`src/rtl/icache_pkg.sv`:
```
// icache_pkg: shared widths, constants and FSM state type for the instruction cache
package icache_pkg;
    localparam int IndexBitsDef = 6;
    localparam int TagBitsDef = 24;
    localparam int PcLength = 32;
    localparam int DataLength = 32;
    localparam logic [31:0] Zero = '0;
    localparam logic True = 1'b1;
    localparam logic False = 1'b0;
    typedef enum logic [1:0] {IDLE, ISSUE, WAIT, FLUSH} state_t;
endpackage

```
`src/rtl/icache_if.sv`:
```
// icache_if: fetch-side, ROB flush and fc-side signals of the instruction cache
interface icache_if;
    import icache_pkg::*;
    logic                  is_req_from_if;
    logic [PcLength-1:0]   addr_from_if;
    logic                  is_ready_to_if;
    logic                  is_valid_to_if;
    logic [DataLength-1:0] data_to_if;
    logic [PcLength-1:0]   addr_to_if;
    logic                  is_exception_from_rob;
    logic                  is_ready_from_fc;
    logic                  is_empty_to_fc;
    logic [PcLength-1:0]   addr_to_fc;
    logic                  is_commit_from_fc;
    logic                  is_instr_from_fc;
    logic [DataLength-1:0] data_from_fc;
    modport slave (
        input  is_req_from_if, addr_from_if, is_exception_from_rob,
        input  is_ready_from_fc, is_commit_from_fc, is_instr_from_fc, data_from_fc,
        output is_ready_to_if, is_valid_to_if, data_to_if, addr_to_if,
        output is_empty_to_fc, addr_to_fc
    );
    modport master (
        output is_req_from_if, addr_from_if, is_exception_from_rob,
        output is_ready_from_fc, is_commit_from_fc, is_instr_from_fc, data_from_fc,
        input  is_ready_to_if, is_valid_to_if, data_to_if, addr_to_if,
        input  is_empty_to_fc, addr_to_fc
    );
endinterface

```
`src/rtl/icache_array.sv`:
```
// icache_array: direct-mapped valid/tag/data storage, async read, sync write, sync clear-all
module icache_array
    import icache_pkg::*;
#(
    parameter int IndexBits = IndexBitsDef,
    parameter int TagBits = TagBitsDef
) (
    input  logic                  clk,
    input  logic                  rst,
    input  logic [IndexBits-1:0]  rd_idx,
    output logic                  rd_valid,
    output logic [TagBits-1:0]    rd_tag,
    output logic [DataLength-1:0] rd_data,
    input  logic                  we,
    input  logic [IndexBits-1:0]  wr_idx,
    input  logic [TagBits-1:0]    wr_tag,
    input  logic [DataLength-1:0] wr_data
);
    localparam int Lines = 1 << IndexBits;
    logic [Lines-1:0]      valid;
    logic [TagBits-1:0]    tag_mem [Lines];
    logic [DataLength-1:0] data_mem [Lines];
    assign rd_valid = valid[rd_idx];
    assign rd_tag = tag_mem[rd_idx];
    assign rd_data = data_mem[rd_idx];
    always_ff @(posedge clk) begin
        if (!rst)
            valid <= '0;
        else if (we)
            valid[wr_idx] <= True;
    end
    // Tag/data need no reset: a line is only read through its valid bit
    always_ff @(posedge clk) begin
        if (we) begin
            tag_mem[wr_idx] <= wr_tag;
            data_mem[wr_idx] <= wr_data;
        end
    end
endmodule

```
`src/rtl/icache.sv`:
```
// icache: direct-mapped one-word-line instruction cache between fetch and the fc memory fetcher
module icache
    import icache_pkg::*;
#(
    parameter int IndexBits = IndexBitsDef,
    parameter int TagBits = TagBitsDef
) (
    input  logic   clk,
    input  logic   rst,
    input  logic   rdy,
    icache_if.slave bus
);
    state_t state, state_n;
    logic [PcLength-1:0]   lat_addr, addr_r, afc_r;
    logic [DataLength-1:0] data_r;
    logic                  valid_r, empty_r;
    logic                  rd_valid, hit, accept, fill, issue;
    logic [TagBits-1:0]    rd_tag;
    logic [DataLength-1:0] rd_data;
    icache_array #(.IndexBits(IndexBits), .TagBits(TagBits)) u_array (
        .clk     (clk),
        .rst     (rst),
        .rd_idx  (bus.addr_from_if[IndexBits+1:2]),
        .rd_valid(rd_valid),
        .rd_tag  (rd_tag),
        .rd_data (rd_data),
        .we      (rst && rdy && fill),
        .wr_idx  (lat_addr[IndexBits+1:2]),
        .wr_tag  (lat_addr[IndexBits+TagBits+1:IndexBits+2]),
        .wr_data (bus.data_from_fc)
    );
    assign hit = rd_valid && rd_tag == bus.addr_from_if[IndexBits+TagBits+1:IndexBits+2];
    assign accept = state == IDLE && bus.is_req_from_if && !bus.is_exception_from_rob;
    assign fill = state == WAIT && bus.is_commit_from_fc && bus.is_instr_from_fc && !bus.is_exception_from_rob;
    assign issue = state == ISSUE && bus.is_ready_from_fc && !bus.is_exception_from_rob;
    // An exception always routes through FLUSH so a stale fc commit is swallowed
    always_comb begin
        state_n = state;
        state_n = bus.is_exception_from_rob ? FLUSH :
                  state == IDLE  ? (accept && !hit ? ISSUE : IDLE) :
                  state == ISSUE ? (issue ? WAIT : ISSUE) :
                  state == WAIT  ? (fill ? IDLE : WAIT) : IDLE;
    end
    always_ff @(posedge clk) begin
        if (!rst) begin
            state <= IDLE;
            lat_addr <= Zero;
            valid_r <= False;
            data_r <= Zero;
            addr_r <= Zero;
            empty_r <= True;
            afc_r <= Zero;
        end else if (rdy) begin
            state <= state_n;
            valid_r <= (accept && hit) || fill;
            empty_r <= !issue;
            if (accept)
                lat_addr <= bus.addr_from_if;
            if (issue)
                afc_r <= lat_addr;
            if (accept && hit) begin
                data_r <= rd_data;
                addr_r <= bus.addr_from_if;
            end else if (fill) begin
                data_r <= bus.data_from_fc;
                addr_r <= lat_addr;
            end
        end
    end
    assign bus.is_ready_to_if = state == IDLE;
    assign bus.is_valid_to_if = valid_r;
    assign bus.data_to_if = data_r;
    assign bus.addr_to_if = addr_r;
    assign bus.is_empty_to_fc = empty_r;
    assign bus.addr_to_fc = afc_r;
endmodule

```
`src/flat_wrapper.sv`:
```
// flat-port wrapper written by rule: the top's interface ports become plain ports
module icache_flat import icache_pkg::*;
#(
    parameter int IndexBits = IndexBitsDef,
    parameter int TagBits = TagBitsDef
)
  (clk, rst, rdy, bus_is_req_from_if, bus_addr_from_if, bus_is_exception_from_rob, bus_is_ready_from_fc, bus_is_commit_from_fc, bus_is_instr_from_fc, bus_data_from_fc, bus_is_ready_to_if, bus_is_valid_to_if, bus_data_to_if, bus_addr_to_if, bus_is_empty_to_fc, bus_addr_to_fc);
  icache_if bus_i ();
  input  logic clk;
  input  logic rst;
  input  logic rdy;
  input wire logic [$bits(bus_i.is_req_from_if)-1:0] bus_is_req_from_if;
  input wire logic [$bits(bus_i.addr_from_if)-1:0] bus_addr_from_if;
  input wire logic [$bits(bus_i.is_exception_from_rob)-1:0] bus_is_exception_from_rob;
  input wire logic [$bits(bus_i.is_ready_from_fc)-1:0] bus_is_ready_from_fc;
  input wire logic [$bits(bus_i.is_commit_from_fc)-1:0] bus_is_commit_from_fc;
  input wire logic [$bits(bus_i.is_instr_from_fc)-1:0] bus_is_instr_from_fc;
  input wire logic [$bits(bus_i.data_from_fc)-1:0] bus_data_from_fc;
  output wire logic [$bits(bus_i.is_ready_to_if)-1:0] bus_is_ready_to_if;
  output wire logic [$bits(bus_i.is_valid_to_if)-1:0] bus_is_valid_to_if;
  output wire logic [$bits(bus_i.data_to_if)-1:0] bus_data_to_if;
  output wire logic [$bits(bus_i.addr_to_if)-1:0] bus_addr_to_if;
  output wire logic [$bits(bus_i.is_empty_to_fc)-1:0] bus_is_empty_to_fc;
  output wire logic [$bits(bus_i.addr_to_fc)-1:0] bus_addr_to_fc;
  assign bus_i.is_req_from_if = bus_is_req_from_if;
  assign bus_i.addr_from_if = bus_addr_from_if;
  assign bus_i.is_exception_from_rob = bus_is_exception_from_rob;
  assign bus_i.is_ready_from_fc = bus_is_ready_from_fc;
  assign bus_i.is_commit_from_fc = bus_is_commit_from_fc;
  assign bus_i.is_instr_from_fc = bus_is_instr_from_fc;
  assign bus_i.data_from_fc = bus_data_from_fc;
  assign bus_is_ready_to_if = bus_i.is_ready_to_if;
  assign bus_is_valid_to_if = bus_i.is_valid_to_if;
  assign bus_data_to_if = bus_i.data_to_if;
  assign bus_addr_to_if = bus_i.addr_to_if;
  assign bus_is_empty_to_fc = bus_i.is_empty_to_fc;
  assign bus_addr_to_fc = bus_i.addr_to_fc;
  icache #(.IndexBits(IndexBits), .TagBits(TagBits)) u_core (.clk(clk), .rst(rst), .rdy(rdy), .bus(bus_i));
endmodule
```
`config.mk`:
```
export PLATFORM = sky130hd
export DESIGN_NAME = icache_flat
export DESIGN_NICKNAME = d
export VERILOG_FILES = /design/src/rtl/icache_pkg.sv /design/src/rtl/icache_if.sv /design/src/rtl/icache_array.sv /design/src/rtl/icache.sv /design/src/flat_wrapper.sv
export SDC_FILE = /design/constraint.sdc
export NUM_CORES = 2
export LEC_CHECK = 0
export CAP_MARGIN = 5
export CORE_MARGIN = 2
export CORE_UTILIZATION = 45
export CTS_CLUSTER_SIZE = 30
export DETAILED_ROUTE_END_ITERATION = 6
export PLACE_DENSITY = 0.59
export SYNTH_ARGS = -nofsm -noshare
export SYNTH_HDL_FRONTEND = slang
export SYNTH_HIERARCHICAL = 1
export SYNTH_SLANG_ARGS = --single-unit
```
`constraint.sdc`:
```
create_clock -name clk -period 15.9 [get_ports clk]
set_input_delay 3.975 -clock clk [delete_from_list [all_inputs] [get_ports clk]]
set_output_delay 3.975 -clock clk [all_outputs]
set_load 0.02 [all_outputs]
```
==> flow_metrics.env <==
export IMPL_crit_chain="buf_16 -> buf_4 -> buf_4 -> mux4_2 -> and2_1 -> a211oi_1 -> o22ai_1 -> and3_1 -> xnor2_1 -> nand4_1 -> nor4_1 -> and4_4 -> or2_4 -> a31oi_1"
export IMPL_drc=0
export IMPL_power_density_nw_per_um2=126
export IMPL_cts_resized=0
export IMPL_yosys_warnings=6
export IMPL_synth_cells=6834
export IMPL_fp_dieH_um=569
export IMPL_mostFrequentLayoutCell="edfxtp_1"
export IMPL_dr_pass1_iters=5
export IMPL_hold_class="reg2reg"
export IMPL_swShare_pct=21.3
export IMPL_gp_congestion=0.837
export IMPL_ant_nets=0
export IMPL_antenna_found_initial=32
export IMPL_switchingPower_mw=4.39
export IMPL_p_int_mw=16.3
export IMPL_clock_fmax_ghz=0.103
export IMPL_die_w_um=569
export IMPL_final_max_slew_viol_count=0
export IMPL_async_flop_share_pct=0
export IMPL_p_leak_nw=54.0
export IMPL_hpwl_mm=242
export IMPL_cp_start_kind="input port"
export IMPL_clk_latency_ns=0.97
export IMPL_cap_violations=0
export IMPL_cp_slowest_cell="xnor2_1"
export IMPL_critPathKind="in2reg"
export IMPL_nets=7291
export IMPL_required_ns=16.67
export IMPL_post_cts_setup_buffers=0
export IMPL_setup_viol=0
export IMPL_hold_ws_ns=0.466
export IMPL_drt_wl_total_mm=442
export IMPL_utilization_pct=51.4
export IMPL_die_area_um2=324000
export IMPL_cts_buffer_depth=4
export IMPL_worst_path_largest_cell_delay_ns=0.86
export IMPL_routedWlPerCell_um=37.7
export IMPL_outcome="completed"
export IMPL_grt_pass1_wl_mm=608
export IMPL_critPathArrivalTime_ns=10.49
export IMPL_tns_ns=0
export IMPL_cts_buffers=387
export IMPL_clk_pin_slew_ns=0.06
export IMPL_htreeDepth=5
export IMPL_start_util_pct=45.2
export IMPL_num_rows=207
export IMPL_synth_nets=6906
export IMPL_grt_max_degree=127
export IMPL_num_io_pins=171
export IMPL_cpMostUsedCell="buf_4"
export IMPL_synthesis_area_um2=144000
export IMPL_holdBufCountCts=0
export IMPL_mostFrequentLayoutCells="edfxtp_1, mux4_2, clkbuf_16"
export IMPL_grt_use_total_pct=27.0
export IMPL_synth_ff_type="edfxtp_1"
export IMPL_ir_drop_v=0.0000895
export IMPL_portBuffers=170
export IMPL_syn_avg_cell_area_um2=21.0
export IMPL_area_growth_pct=13.7
export IMPL_setup_ws_ns=6.17
export IMPL_first_iter_violations=11000
export IMPL_crit_fanout=87
export IMPL_synthDistinctLibCells=49
export IMPL_tightest_slew_ns=1.33
export IMPL_root_buffer="clkbuf_16"
export IMPL_finalHoldViolations=0
export IMPL_cp_top_family="simple AND/OR/NAND/NOR gates"
export IMPL_worst_path_buf_inv=3
export IMPL_period_share_pct=61.2
export IMPL_relSlewSlack_pct=11.6
export IMPL_seq_power_share_pct=52.6
export IMPL_cts_num_sinks=3780
export IMPL_p_clk_share_pct=43.3
export IMPL_comb_power_share_pct=4.1
export IMPL_post_place_ws_ns=5.32
export IMPL_coreArea_um2=318000
export IMPL_min_period_ns=9.73
export IMPL_synth_edf_count=3584
export IMPL_drive_above_1_share_pct=24.6
export IMPL_overflow=0
export IMPL_fin_skew_ns=0.0524
export IMPL_critPathCaptureType="flop"
export IMPL_ys_seq_area_share_pct=77.6
export IMPL_synth_seq_cells=3780
export IMPL_vias=76000
export IMPL_grt_setup_unrepaired="false"
export IMPL_grt_pass1_vias=74300
export IMPL_cts_tree="done"
export IMPL_via_per_inst=6.47
==> cell families after synthesis <==
group           count (synthesis)  synth area share (%)
flops                        3780                  77.6
mux                          1077                  14.6
compound gates                827                  4.07
simple gates                  702                  2.19
buf+inv                       424                  1.47
xor+xnor                       24                 0.146
==> cell usage after synthesis (all sizes together) (3+ instances only) <==
library cell	count	area (µm²)
or3	5	31.3
nand2b	14	87.6
o31ai	76	571
o22a	31	272
a21oi	38	190
edfxtp	3584	108000
nor4	35	219
o22ai	237	1480
nand2	331	1240
mux4	804	18100
nor3	30	150
nor2b	19	119
xor2	3	26.3
nand3	38	190
a211oi	59	443
and3	13	81.3
clkbuf	178	671
nor2	138	518
and2	28	175
o21a	65	488
o221ai	85	744
nand3b	3	22.5
dfxtp	196	3920
mux2	89	1000
xnor2	21	184
a22oi	47	353
nand4	36	225
o21ai	28	140
mux2i	184	1840
a32oi	3	26.3
a31oi	66	413
a21boi	64	480
buf	245	1440
or2	7	43.8
a311oi	21	184
==> worst register-to-register path, cell delays in order, from the launching register on <==
cell and delay, ns:
dfxtp_1 0.35, nand4b_1 0.25, nor2_4 0.30, and2_1 0.26
nor2b_1 0.29, nand3_1 0.71, nor2_4 1.04, buf_4 0.67
buf_4 0.64
==> through the flow <==
stage                     instances  total power, mW  instance area (µm²)
final                         11700             20.7               164000
after global routing          11700             21.2               163000
after CTS                     11700             20.8               163000
after detailed placement      11000             11.9               151000
after global placement        11000             11.9               151000
after floorplan                6834             11.6               144000
==> per-layer routing <==
metal  global-route usage [%]  share of wire, %  wire [µm]
met1                     36.9                38     169000
met2                     43.6                48     213000
met3                     4.38               9.0      40000
met4                     10.8               4.5      19800
met5                        0            0.0029         13
==> registers in the layout (all words and copies together) (netlist names) <==
name                       cells
u_core/u_array/valid          64
u_core/lat_addr               32
u_core/bus.data_to_if         32
u_core/state                   2
u_core/u_array/data_mem     2048
u_core/u_array/tag_mem      1536
u_core/bus.addr_to_if         32
u_core/bus.is_empty_to_fc      1
u_core/bus.addr_to_fc         32
u_core/bus.is_valid_to_if      1
==> power groups by stage <==
stage / Combinational, mW / Sequential [mW] / Clock, mW
finish: 0.850 / 10.9 / 8.94
global route: 0.888 / 10.9 / 9.43
CTS: 0.849 / 10.9 / 9.06
detailed placement: 0.848 / 11.1 / 0
global placement: 0.840 / 11.1 / 0
floorplan: 0.467 / 11.1 / 0
==> area by class of cell <==
cell class                 count  area (µm²)
antenna                       16        40.0
clock buffer                 499       10400
clock inverter               215        1970
fill                       24900      155000
inverter                       1        8.76
multi-input combinational   2630       30800
sequential                  3780      112000
tap                         4180        5230
timing repair buffer         419        3490
==> final timing paths <==
path                                                    to  slack, ns                              startpoint  cells past startpoint
hold reg to reg     u_core/bus.addr_to_fc[24]$_SDFFE_PN0P_       0.47  u_core/bus.addr_to_fc[24]$_SDFFE_PN0P_                      2
setup / recovery    u_core/bus.data_to_if[16]$_SDFFE_PN0P_       6.17                     bus_addr_from_if[2]                     14
setup reg to reg  u_core/u_array/tag_mem[21][22]$_DFFE_PP_      10.95            u_core/state[0]$_SDFFE_PN0P_                      8
hold / removal      u_core/bus.addr_to_fc[24]$_SDFFE_PN0P_       0.47  u_core/bus.addr_to_fc[24]$_SDFFE_PN0P_                      2
(Power assumes the default switching activity.)
